===== src/rtl/regfile_wb_arbiter_pkg.sv =====
// regfile_wb_arbiter_pkg: shared register-file types and writeback arbiter constants
package regfile_wb_arbiter_pkg;
  localparam int NUM_WB_SRC  = 4;
  localparam int REG_ADDR_W  = 5;
  localparam int REG_WIDTH_W = 32;
  typedef logic                   bool_t;
  typedef logic [REG_ADDR_W-1:0]  reg_addr_t;
  typedef logic [REG_WIDTH_W-1:0] reg_width_t;
  typedef struct packed {
    bool_t      valid;
    reg_addr_t  addr;
    reg_width_t data;
  } wb_req_t;
endpackage


===== src/rtl/regfile_wb_arbiter_rr_pick2.sv =====
// rr_pick2: rotating find-first picker producing two grants from a priority pointer
//   req0_i        candidates for the first grant
//   req1_i        candidates for the second grant (must exclude the first winner)
//   ptr_i         highest-priority index
//   gnt*_o/v*_o   one-hot grants and their valid bits; idx*_o the granted indices
module rr_pick2 #(
  parameter int N  = 4,
  parameter int PW = 2
) (
  input  logic [N-1:0]  req0_i,
  input  logic [N-1:0]  req1_i,
  input  logic [PW-1:0] ptr_i,
  output logic [N-1:0]  gnt0_o,
  output logic [N-1:0]  gnt1_o,
  output logic          v0_o,
  output logic          v1_o,
  output logic [PW-1:0] idx0_o,
  output logic [PW-1:0] idx1_o
);
  logic [PW-1:0] s0, s1;
  // Scan from lowest to highest priority so the last hit is the highest-priority one.
  always_comb begin
    v0_o = 1'b0;
    idx0_o = '0;
    s0 = '0;
    for (int k = N - 1; k >= 0; k--) begin
      s0 = PW'((int'(ptr_i) + k) % N);
      if (req0_i[s0]) begin
        v0_o = 1'b1;
        idx0_o = s0;
      end
    end
  end
  // req1_i is a subset of req0_i without the first winner, so its first hit follows the first winner.
  always_comb begin
    v1_o = 1'b0;
    idx1_o = '0;
    s1 = '0;
    for (int k = N - 1; k >= 0; k--) begin
      s1 = PW'((int'(ptr_i) + k) % N);
      if (req1_i[s1]) begin
        v1_o = 1'b1;
        idx1_o = s1;
      end
    end
  end
  assign gnt0_o = v0_o ? N'(1) << idx0_o : '0;
  assign gnt1_o = v1_o ? N'(1) << idx1_o : '0;
endmodule


===== src/rtl/regfile_wb_arbiter.sv =====
// regfile_wb_arbiter: shares the two regfile write ports among NUM_SRC writeback sources
//   src_valid/src_addr/src_data  per-source write requests, held until src_ready
//   src_ready                    request accepted this cycle (combinational)
//   wr_ena/wr_addr/wr_data       registered regfile write ports 0 and 1
//   rr_ptr_o                     current highest-priority source
module regfile_wb_arbiter import regfile_wb_arbiter_pkg::*; #(
  parameter int NUM_SRC = NUM_WB_SRC,
  parameter int ADDR_W  = REG_ADDR_W,
  parameter int DATA_W  = REG_WIDTH_W
) (
  input  logic                            clk,
  input  logic                            rst,
  input  logic [NUM_SRC-1:0]              src_valid,
  input  logic [NUM_SRC-1:0][ADDR_W-1:0]  src_addr,
  input  logic [NUM_SRC-1:0][DATA_W-1:0]  src_data,
  output logic [NUM_SRC-1:0]              src_ready,
  output logic [1:0]                      wr_ena,
  output logic [1:0][ADDR_W-1:0]          wr_addr,
  output logic [1:0][DATA_W-1:0]          wr_data,
  output logic [$clog2(NUM_SRC)-1:0]      rr_ptr_o
);
  localparam int PW = $clog2(NUM_SRC);
  logic [NUM_SRC-1:0] elig, elig1, gnt0, gnt1;
  logic v0, v1;
  logic [PW-1:0] idx0, idx1, last, ptr_q, ptr_d;
  logic [1:0] ena_q, ena_d;
  logic [1:0][ADDR_W-1:0] addr_q, addr_d;
  logic [1:0][DATA_W-1:0] data_q, data_d;
  always_comb begin
    elig = '0;
    for (int i = 0; i < NUM_SRC; i++) elig[i] = src_valid[i] && (src_addr[i] != '0);
  end
  // Second port may not target the register already granted to port 0.
  always_comb begin
    elig1 = '0;
    for (int i = 0; i < NUM_SRC; i++) elig1[i] = elig[i] && (src_addr[i] != src_addr[idx0]);
  end
  rr_pick2 #(.N(NUM_SRC), .PW(PW)) u_pick (
    .req0_i(elig), .req1_i(elig1), .ptr_i(ptr_q),
    .gnt0_o(gnt0), .gnt1_o(gnt1), .v0_o(v0), .v1_o(v1), .idx0_o(idx0), .idx1_o(idx1)
  );
  // Writes to r0 are discarded, so they are accepted at once without a port.
  assign src_ready = rst ? '0 : (src_valid & ~elig) | gnt0 | gnt1;
  always_comb begin
    last = v1 ? idx1 : idx0;
    ptr_d = !v0 ? ptr_q : (last == PW'(NUM_SRC - 1)) ? '0 : last + 1'b1;
    ena_d = {v1, v0};
    addr_d[0] = v0 ? src_addr[idx0] : addr_q[0];
    addr_d[1] = v1 ? src_addr[idx1] : addr_q[1];
    data_d[0] = v0 ? src_data[idx0] : data_q[0];
    data_d[1] = v1 ? src_data[idx1] : data_q[1];
  end
  always_ff @(posedge clk) begin
    if (rst) begin
      ena_q  <= '0;
      addr_q <= '0;
      data_q <= '0;
      ptr_q  <= '0;
    end else begin
      ena_q  <= ena_d;
      addr_q <= addr_d;
      data_q <= data_d;
      ptr_q  <= ptr_d;
    end
  end
  // A write already registered when reset rises must not reach the regfile.
  assign wr_ena   = rst ? 2'b00 : ena_q;
  assign wr_addr  = addr_q;
  assign wr_data  = data_q;
  assign rr_ptr_o = ptr_q;
  always_ff @(posedge clk) begin
    if (!rst) assert (!(ena_q[0] && ena_q[1] && addr_q[0] == addr_q[1]));
  end
endmodule


===== config.mk =====
export PLATFORM = sky130hd
export DESIGN_NAME = regfile_wb_arbiter
export DESIGN_NICKNAME = d
export VERILOG_FILES = /design/src/rtl/regfile_wb_arbiter_pkg.sv /design/src/rtl/regfile_wb_arbiter_rr_pick2.sv /design/src/rtl/regfile_wb_arbiter.sv
export SDC_FILE = /design/constraint.sdc
export NUM_CORES = 1
export LEC_CHECK = 0
export CORE_ASPECT_RATIO = 0.75
export CORE_MARGIN = 2
export CORE_UTILIZATION = 39
export CTS_CLUSTER_DIAMETER = 100
export CTS_CLUSTER_SIZE = 40
export DETAILED_ROUTE_END_ITERATION = 10
export PLACE_DENSITY = 0.85
export SLEW_MARGIN = 5
export SYNTH_ARGS = -nofsm -noshare
export SYNTH_HDL_FRONTEND = slang
export SYNTH_SLANG_ARGS = --single-unit
export TNS_END_PERCENT = 50

===== constraint.sdc =====
create_clock -name clk -period 5.4 [get_ports clk]
set_input_delay 1.08 -clock clk [delete_from_list [all_inputs] [get_ports clk]]
set_output_delay 1.08 -clock clk [all_outputs]
set_load 0.02 [all_outputs]

# After elaboration in Yosys (flattened, before gate mapping)
# Index checks and enable logic that the tools add are counted.
[classes]
add_sub_neg = 4
n_lt_le_gt_ge = 6
n_eq_ne = 5
shift = 2
muxes = 46
bitwise = 4
n_reduce_logical = 12
[op_table]
columns = ["operator", "n"]
rows = [
  ["binary-select mux 32 bit (select 2 bit)", 2],
  ["2-to-1 mux 32 bit", 2],
  ["2-to-1 mux 2 bit", 11],
  ["binary-select mux 5 bit (select 2 bit)", 2],
  ["inequality test 5 bit", 4],
  ["nonzero test 5 bit", 4],
  ["less-than comparator 2 x 3 -> 1 bit (second input constant)", 6],
  ["binary-select mux 1 bit (select 2 bit)", 8],
  ["2-to-1 mux 1 bit", 16],
  ["2-to-1 mux 4 bit", 3],
  ["2-to-1 mux 5 bit", 2],
  ["logical AND 1 bit", 8],
  ["OR 4 bit", 2],
  ["left shift 1 x 2 -> 4 bit (first input constant)", 2],
  ["adder 2 x 1 -> 2 bit (second input constant)", 2],
  ["adder 2 bit (second input constant)", 2],
  ["AND 4 bit", 1],
  ["inverter 4 bit", 1],
  ["== test 2 bit (second input constant)", 1],
]
[word_totals]
regBits = 78
input_bits = 154
output_inout_bits = 82

# Depth between registers and ports, before layout
# Gate-level depths: netlist of run 1.
[logic_depth]
word_depth = 22
mapped_depth = 17

# Cells and area by module
# A second synthesis of run 1 with hierarchy kept.
[hier_totals]
cells_unflattened = 495
area_unflattened_um2 = 5615.4
[modules_own_cells]
columns = ["mod", "n_inst", "cells_each", "area_per_inst_um2", "seq_area_each_um2"]
rows = [
  ["regfile_wb_arbiter", 1, 432, 5215.0, 1561.5],
  ["rr_pick2", 1, 63, 400.4, 0.0],
]

# Worst setup path before layout of run 1
# No wires, ideal clock.
[synth_path]
path_kind = "input port to output port"
from = "in src_addr[0] (netlist name)"
to = "out src_ready[1]"
t_arrival_ns = 4.638
setup_slack_ns = -0.318
path_stages = 16
path_buffers = 4
path_cell_list = "or4_1 buf_2 o2111ai_2 a31oi_2 or2_1 buf_6 a211oi_2 mux2_2 nor4_1 nor2_1 o211ai_1 nand2_1 buf_2 buf_2 a221oi_1 nor2_1"
[synth_between]
elab_chain_len = 22
word_cells_on_any_way = 51
classes_between = "eq/ne (4); shift (2); mux (37); bitwise (2); reduce/logical (6)"
[synth_lines]
columns = ["item", "line", "source"]
rows = [
  ["start, declared", "regfile_wb_arbiter.sv:14", "input logic [NUM_SRC-1:0][ADDR_W-1:0] src_addr,"],
  ["nonzero test 5 bit", "regfile_wb_arbiter.sv:31", "for (int i = 0; i < NUM_SRC; i++) elig[i] = src_valid[i] && (src_addr[i] != '0);"],
  ["logical AND 1 bit", "regfile_wb_arbiter.sv:31", ""],
  ["binary-select mux 1 bit (select 2 bit)", "regfile_wb_arbiter_rr_pick2.sv:28", "if (req0_i[s0]) begin"],
  ["2-to-1 mux 1 bit (implied by the code)", "regfile_wb_arbiter_rr_pick2.sv:28", ""],
  ["2-to-1 mux 2 bit (4 in series)", "regfile_wb_arbiter_rr_pick2.sv:28", ""],
  ["binary-select mux 5 bit (select 2 bit)", "regfile_wb_arbiter.sv:36", "for (int i = 0; i < NUM_SRC; i++) elig1[i] = elig[i] && (src_addr[i] != src_addr[idx0]);"],
  ["2-to-1 mux 5 bit (implied by the code)", "regfile_wb_arbiter.sv:36", ""],
  ["inequality test 5 bit", "regfile_wb_arbiter.sv:36", ""],
  ["logical AND 1 bit", "regfile_wb_arbiter.sv:36", ""],
  ["binary-select mux 1 bit (select 2 bit)", "regfile_wb_arbiter_rr_pick2.sv:41", "if (req1_i[s1]) begin"],
  ["2-to-1 mux 1 bit (implied by the code)", "regfile_wb_arbiter_rr_pick2.sv:41", ""],
  ["2-to-1 mux 2 bit (4 in series)", "regfile_wb_arbiter_rr_pick2.sv:41", ""],
  ["left shift 1 x 2 -> 4 bit", "regfile_wb_arbiter_rr_pick2.sv:48", "assign gnt1_o = v1_o ? N'(1) << idx1_o : '0;"],
  ["2-to-1 mux 4 bit", "regfile_wb_arbiter_rr_pick2.sv:48", ""],
  ["OR 4 bit *", "regfile_wb_arbiter.sv:43", "assign src_ready = rst ? '0 : (src_valid & ~elig) | gnt0 | gnt1;"],
  ["2-to-1 mux 4 bit *", "regfile_wb_arbiter.sv:43", ""],
  ["end, declared", "regfile_wb_arbiter.sv:16", "output logic [NUM_SRC-1:0] src_ready,"],
]
# Mark *: on every way between the ends. The rest lies on a longest branch, timed or not. The select of a mux whose other input is x is not followed.

# Worst setup path after layout of run 1
[layout_path]
from = "in src_addr[10] (netlist name)"
to = "out src_ready[3]"
# Same word-level chain as after synthesis.

==> summary.md, run 1 <==
| Metric | Value |
|---|---|
| Maximum fanout along the worst path | `5` |
| Syn Nets | `879` |
| Max incr delay on CP | `0.58 ns` |
| Relative slew slack | `between 50 and 60%` |
| VDD IR max | `0.276 mV` |
| Mean Syn Cell Area | `7.74 sq um` |
| Die Span X | `around 140 microns` |
| Clock-pin slew on the worst setup and hold paths | `0.06 ns` |
| CTS Sinks | `78` |
| Vias | `7943` |
| Post-DP HPWL | `20600 microns` |
| Crit Path Category | `input port to primary output` |
| First-pass GRT wire length | `between 40000 and 50000 microns` |
| R2r setup slk | `roughly 0.83 ns` |
| Failing checks | `setup timing` |
| Seq/Total Area, Yosys | `between 20% and 30%` |
| Library cells used by synthesis | `68` |
| CTS root buf | `clkbuf_16` |
| Yosys warnings | `0` |
| CP Cell Sequence | `clkdlybuf4s15_1 > or4_4 > buf_6 > o21a_1 > a31oi_4 > buf_6 > nor2_4 > buf_4 > o32ai_1 > buf_4 > nor3_2 > nor4_4 > a21bo_2 > a21oi_1 > nor2_2 > buf_4 > nand3_2 > a21oi_2 > buf_4` |
| Finished Cell Area | `0.00998 sq mm` |
| Syn Inst Count | `725` |
| Main combinational cell family by area after synthesis | `compound AO/OA/AOI/OAI gates` |
| Min-delay worst type | `flip-flop to flip-flop` |
| Mux contribution to synthesized area | `11.4%` |
| Number of synthesized flops with an enable pin | `0` |
| Routability cong. | `1.10` |
| Antenna-violating nets left | `0` |
| Max-slew violation count | `0` |
| Crit-path most repeated cell | `buf_4` |
| Area Overhead vs Synth | `77.8%` |
| Final setup vio count | `4` |
| Tcrit/Tclk final | `107%` |
| Max clock buf depth | `2` |
| Pin count of the biggest net entering global routing | `68` |
| Cts-stage hold buffer count | `0` |
| Initial antenna violation count | `0` |
| Vias in the first global route | `around 7700` |
| Critical Path AT | `4.70 ns` |
| Worst EP required | `approximately 4.3 ns` |
| Row count | `37` |
| Core Footprint | `0.0139 sq mm` |
| Final Hold Fails | `0` |
| CP Capture Type | `primary output` |
| Register area | `0.00156 sq mm` |
| Area post-placement | `slightly above 0.009 sq mm` |
| Post-synthesis compound-gate area fraction | `a little over a third` |
| Synth Cell Area | `roughly 0.0056 sq mm` |
| PwrDens | `321 mW/mm^2` |
| Max stage delay cell, worst path | `or4_4` |
| Fin nets | `1227` |
| Drt first pass iters | `6` |
| I/O Pins | `236` |
| Grt total ovfl | `0` |
| DRC errors left | `0` |
| Fin crit period | `5.78 ns` |
| Layout Cells excl Fill | `1253` |
| Drt total wl | `28700 microns` |
| Die ar. | `0.0154 sq mm` |
| Post-synth ARST share | `0%` |
| Share of cells above drive strength 1 | `between 20% and 30%` |
| Bufs and invs on worst path | `7` |
| Die H | `108 microns` |
| Num CTS Buffers | `9` |
| Max cap viols | `0` |
| Vias per cell | `6.34` |
| Multi-input logic area | `0.00413 sq mm` |
| Ant. Diodes | `0` |
| GRT Util Overall | `36.1%` |
| Final Skew | `0.00938 ns` |
| CTS tree | `yes` |
| #FFs+latches synth | `78` |
| I/O Buffers | `235` |
| FMAX | `173 MHz` |
| Cells after DPL | `1209` |
| Least-Margin Pin Slew | `0.740 ns` |
| Avg WL per Cell | `roughly 23 microns` |
| Clock latency on the worst-skew pair | `0.34 ns` |
| Fillers | `roughly 1100` |
| RSZ-0062 raised after global routing | `true` |
| Simple-gate area share of the yosys netlist | `19.4%` |
| Startpoint Class | `input port` |
| Initial detailed-routing violation count | `983` |
| Fin worst setup slack | `-0.382 ns` |
| Status | `finished, violations left` |
| Most common flop cell mapped by yosys | `dfxtp_1` |
| Leakage | `around 4.0 nW` |
| Starting Density | `40.4%` |
| Critical path's top delay family | `simple AND/OR/NAND/NOR gates` |
| Synth Area in XOR/XNOR | `0%` |
| Adder-cell share of the synthesized area | `0%` |
| Final Power | `3.20 mW` |
| Worst slack at placement | `-1.26 ns` |
| CTS H-tree lvls | `3` |
[timing repair]
item | 4_1_cts | 5_1_grt
setup buffers | 22 | 8
resized for setup | 120 | 33
cloned | 1 | 0
setup endpoints to repair | 22 | 20
pin swaps | 45 | 29
[placed cells by master (no fill, tap or decap), drive strengths merged, types with 5 or more instances in the layout]
cell type	count
nor4	5
dfxtp	78
a221o	16
mux2i	47
or4	5
a211oi	34
clkbuf	10
o21a	5
nand3	30
a221oi	38
o211ai	9
nor3	16
mux2	15
o21ai	34
a22oi	7
clkdlybuf4s50	214
nand2	103
buf	175
o221ai	24
nor2	58
o22ai	7
a21oi	64
inv	21
[state kept, by name, summed over array words and instances, names as in the netlist]
register / cells
wr_data: 64
wr_addr: 10
ena_q: 2
rr_ptr_o: 2
[cell families (layout without fill, tap and decap cells)]
family                 Yosys count  in the layout
AO/OA/AOI/OAI                  264            264
buffers and inverters           81            433
flip-flops                      78             78
multiplexers                    62             62
AND/OR/NAND/NOR                240            241
[through the flow]
stage	util [%]	TNS [ns]	hold slack [ns]
floorplan	-	-0.00943	0.530
global placement	65.2	-13.54	0.444
detailed placement	65.2	-18.16	0.452
CTS	70.4	-0.878	0.467
global route	71.8	-1.66	0.482
finish	71.8	-1.26	0.468
[cells in the mapped netlist (all sizes together) (2+ instances only)]
cell type / number / share of area [%]
nand2: 103 / 6.9
dfxtp: 78 / 28
a21oi: 64 / 5.7
nor2: 57 / 3.9
mux2i: 47 / 8.4
a221oi: 38 / 5.9
a211oi: 34 / 4.6
clkbuf: 34 / 2.3
o21ai: 34 / 3.4
nand3: 30 / 2.7
buf: 28 / 2.8
o221ai: 24 / 3.7
inv: 19 / 1.3
a221o: 16 / 2.9
nor3: 16 / 1.5
mux2: 15 / 3.0
o211ai: 9 / 1.6
a22oi: 7 / 0.94
o22ai: 7 / 0.78
nor4: 5 / 0.56
o21a: 5 / 0.67
or4: 5 / 0.74
and2: 4 / 0.45
nand4: 4 / 0.45
a2111oi: 3 / 0.80
a31oi: 3 / 0.45
a41oi: 3 / 0.60
nand3b: 3 / 0.40
nor2b: 3 / 0.33
a21o: 2 / 0.27
a311o: 2 / 0.36
and3: 2 / 0.31
o2111ai: 2 / 0.42
o211a: 2 / 0.36
or2: 2 / 0.22
[worst register-to-register path, stage by stage, from the launching register on]
cell and delay, ns:
dfxtp_1 0.47, buf_4 0.24, nor2b_1 0.29, o211ai_4 0.17, buf_6 0.16, and4b_1 0.18, nor2_1 0.29, a2bb2oi_2 0.21
nand3_2 0.11, a2111oi_4 0.29, a41oi_4 0.19, buf_6 0.16, o21a_1 0.22, nand2_2 0.12, buf_6 0.11, buf_4 0.11
buf_4 0.52, and3_4 0.47, a221o_1 0.19
[final timing paths]
check	start	endpoint	cells after the start
worst max-delay path	src_addr[10]	src_ready[3]	19
worst min-delay path	wr_data[48]	wr_data[48]	2
worst max register to register	rr_ptr_o[1]	wr_data[39]	18
worst min register to register	wr_data[48]	wr_data[48]	2
[cell type report]
| cell class | instances | area share (%) |
|---|---|---|
| Multi-Input combinational cell | 567 | 41.4 |
| Timing Repair Buffer | 398 | 37.1 |
| Sequential cell | 78 | 15.6 |
| Clock buffer | 10 | 2.29 |
| Tap cell | 175 | 2.19 |
| Inverter | 19 | 0.715 |
| Clock inverter | 6 | 0.702 |
[report_power, final]
part / internal [mW] / switching, mW
Combinational: 0.863 / 0.943
Clock: 0.362 / 0.262
Sequential: 0.693 / 0.0752
[layer usage]
layer / routed length (microns) / vias to the layer above / global-route usage, % / share of wire, %
li1: - / 3501 / - / -
met1: 11200 / 3651 / 48.4 / 39
met2: 12300 / 662 / 54.7 / 43
met3: 3790 / 129 / 8.67 / 13
met4: 1410 / 0 / 17.0 / 4.9
met5: 0 / - / 0 / 0
(Power assumes the default switching activity.)
==> inputs of run 2 (changes only) <==
- CAP_MARGIN: unset -> 5
==> results of run 2 <==
The final DEF is identical to that of run 1; final timing and power are the same.
==> inputs of run 3 (changes only) <==
- DONT_BUFFER_PORTS: unset -> 1
- PLACE_DENSITY: 0.85 -> 0.63
==> run 3 against run 2 <==
Largest power group unchanged. Critical endpoint is now src_ready[0]. Highest routed layer unchanged. First-iteration DRC count down 35%. Via count decreased by 17%. Global-route usage shrank 3.5 points. The flow still finishes with violations (setup timing).
==> summary.md, run 3 (synthesis results as in run 1) <==
| Metric | Value |
|---|---|
| Status | `finished, violations left` |
| Failing checks | `setup timing` |
| Grt total ovfl | `0 (unchanged)` |
| GRT Util Overall | `32.6% (-3.5 points)` |
| Max layer used | `met4` |
| Worst EP required | `4.32 ns (about the same)` |
| Least-Margin Pin Slew | `0.779 ns (+0.0390 ns)` |
| Final Hold Fails | `0 (unchanged)` |
| Switching Power | `1.13 mW (-11%)` |
| Clock latency on the worst-skew pair | `0.35 ns (about the same)` |
| Die ar. | `0.0154 sq mm (unchanged)` |
| Starting Density | `40.4% (unchanged)` |
| Clock power frac | `24.2% (+4.7 points)` |
| Pint | `1.57 mW (-18%)` |
| Relative slew slack | `48.1% (-2.6 points)` |
| Crit Path Category | `input port to primary output` |
| Share of cells above drive strength 1 | `23.1% (-2.9 points)` |
| Antenna-violating nets left | `0 (unchanged)` |
| Layout Utilization | `49.5% (-22 points)` |
| Core Footprint | `0.0139 sq mm (unchanged)` |
| Most frequent cells in the layout | `100 x nand2_1, 82 x buf_4, 78 x dfxtp_1, 62 x a21oi_1, 50 x nor2_1` |
| Avg WL per Cell | `27.5 microns (+20%)` |
| Maximum fanout along the worst path | `7 (+2)` |
| Routability cong. | `1.09 (-0.78%)` |
| Switching part of the total power | `41.9% (+1.9 points)` |
| Reg power frac | `34.4% (+10 points)` |
| First-pass GRT wire length | `38000 microns (-12%)` |
| Post-DP HPWL | `18400 microns (-10%)` |
| FMAX | `183 MHz (+5.8%)` |
| Critical Path AT | `4.39 ns (-0.31 ns)` |
| Area post-placement | `0.00624 sq mm (-31%)` |
| Tcrit/Tclk final | `101% (-5.8 points)` |
| Vias per cell | `6.96 (+9.7%)` |
| Drt total wl | `26000 microns (-9.6%)` |
| Cells after DPL | `913 (-24%)` |
| CTS root buf | `clkbuf_16` |
| I/O Buffers | `0 (-100%)` |
| Die Span X | `143 microns (unchanged)` |
| Worst slack at placement | `-0.354 ns (+0.902 ns)` |
| Initial detailed-routing violation count | `635 (-35%)` |
| DR WL met2 | `11200 microns (-9.0%)` |
| Setup TNS | `-0.103 ns (+1.15 ns)` |
| CTS tree | `yes` |
| Final setup vio count | `2 (-2)` |
| I/O Pins | `236 (unchanged)` |
| DRC errors left | `0 (unchanged)` |
| Vias in the first global route | `6377 (-17%)` |
| Ant. Diodes | `0 (unchanged)` |
| WL met3 | `3660 microns (-3.5%)` |
| Leakage | `2.73 nW (-32%)` |
| Max-slew violation count | `0 (unchanged)` |
| Pin count of the biggest net entering global routing | `68 (unchanged)` |
| Drt first pass iters | `6 (unchanged)` |
| Vias | `6567 (-17%)` |
| Fin crit period | `5.47 ns (-0.315 ns)` |
| Comb pwr share | `41.4% (-15 points)` |
| Fin worst setup slack | `-0.0665 ns (+0.315 ns)` |
| VDD IR max | `0.234 mV (-15%)` |
| Die H | `108 microns (unchanged)` |
| Finished Cell Area | `0.00687 sq mm (-31%)` |
| Min-delay worst type | `flip-flop to flip-flop` |
| Num CTS Buffers | `9 (unchanged)` |
| Max cap viols | `0 (unchanged)` |
| Clock-pin slew on the worst setup and hold paths | `0.06 ns (about the same)` |
| Row count | `37 (unchanged)` |
| PwrDens | `394 mW/mm^2 (+23%)` |
| CP Capture Type | `primary output` |
| Most common library cell in the layout ignoring fill and taps | `nand2_1` |
| Final Skew | `0.0111 ns (+0.00172 ns)` |
| Startpoint Class | `input port` |
| Area Overhead vs Synth | `22.5%` |
| CTS Sinks | `78 (unchanged)` |
| Layout Cells excl Fill | `944 (-25%)` |
| RSZ-0062 raised after global routing | `true` |
| Initial antenna violation count | `0 (unchanged)` |
| Max clock buf depth | `2 (unchanged)` |
| WL met1 | `10500 microns (-6.9%)` |
| Largest register FFs | `64 (unchanged)` |
| CTS H-tree lvls | `3 (unchanged)` |
| Fin nets | `918 (-25%)` |
| Cts-stage hold buffer count | `0 (unchanged)` |
[run 3: changes by cell type in the layout (fill, tap and decap cells not counted), moves of 4 or more]
cell and change:
dlygate4sd2_1 -4, clkdlybuf4s15_1 -4, buf_4 -56, a21oi_1 +4, buf_6 -22, clkdlybuf4s50_1 -214
buf_2 -6
[run 3: per-layer routing]
layer,track usage [%],vias to the layer above
met2,50.1,517
met1,41.7,3101
met3,13.2,74
li1,-,2875
met5,0,-
met4,10.5,0
[run 3: per-stage QoR]
| stage | hold WS (ns) | power [mW] |
|---|---|---|
| floorplan | 0.530 | 1.59 |
| global placement | 0.540 | 1.95 |
| detailed placement | 0.542 | 1.96 |
| CTS | 0.557 | 2.67 |
| global route | 0.586 | 2.83 |
| finish | 0.553 | 2.71 |
[run 3: area by class of cell]
class                      count  area [sq um]
inverter                      19          71.3
sequential                    78          1560
clock inverter                 5          65.1
clock buffer                  11           253
timing repair buffer          90           749
tap                          175           219
fill                        1333          7020
multi-input combinational    566          3950
[run 3: power groups by stage]
stage / registers [mW] / logic, mW / clock network (mW)
after floorplan: 0.900 / 0.694 / 0
after global placement: 0.943 / 1.01 / 0
after detailed placement: 0.943 / 1.01 / 0
after CTS: 0.931 / 1.07 / 0.668
after global routing: 0.945 / 1.20 / 0.687
final: 0.933 / 1.12 / 0.654
[run 3: critical path, stage by stage]
cell and delay (ns):
or4_4 0.61, buf_4 0.18, o21ai_2 0.15, and4b_1 0.24, nor2_1 0.32, o32ai_2 0.17, buf_4 0.17, a22oi_1 0.38
a41oi_4 0.26, or4_4 0.58, nand3_2 0.11, a31oi_4 0.13
[run 3: worst paths after layout]
check                                 start      endpoint  slack, ns  cells past startpoint
worst max-delay path            src_addr[2]  src_ready[0]      -0.07                     12
worst max register to register  rr_ptr_o[1]   wr_data[61]       0.75                     17
worst min register to register   wr_addr[1]    wr_addr[1]       0.55                      2
worst min-delay path             wr_addr[1]    wr_addr[1]       0.55                      2
[run 3: what timing repair did]
item / in CTS / in global routing
gates resized for setup: 23 / 15
setup buffers: 11 / 5
endpoints found under the setup margin: 4 / 4
pin swaps: 18 / 16
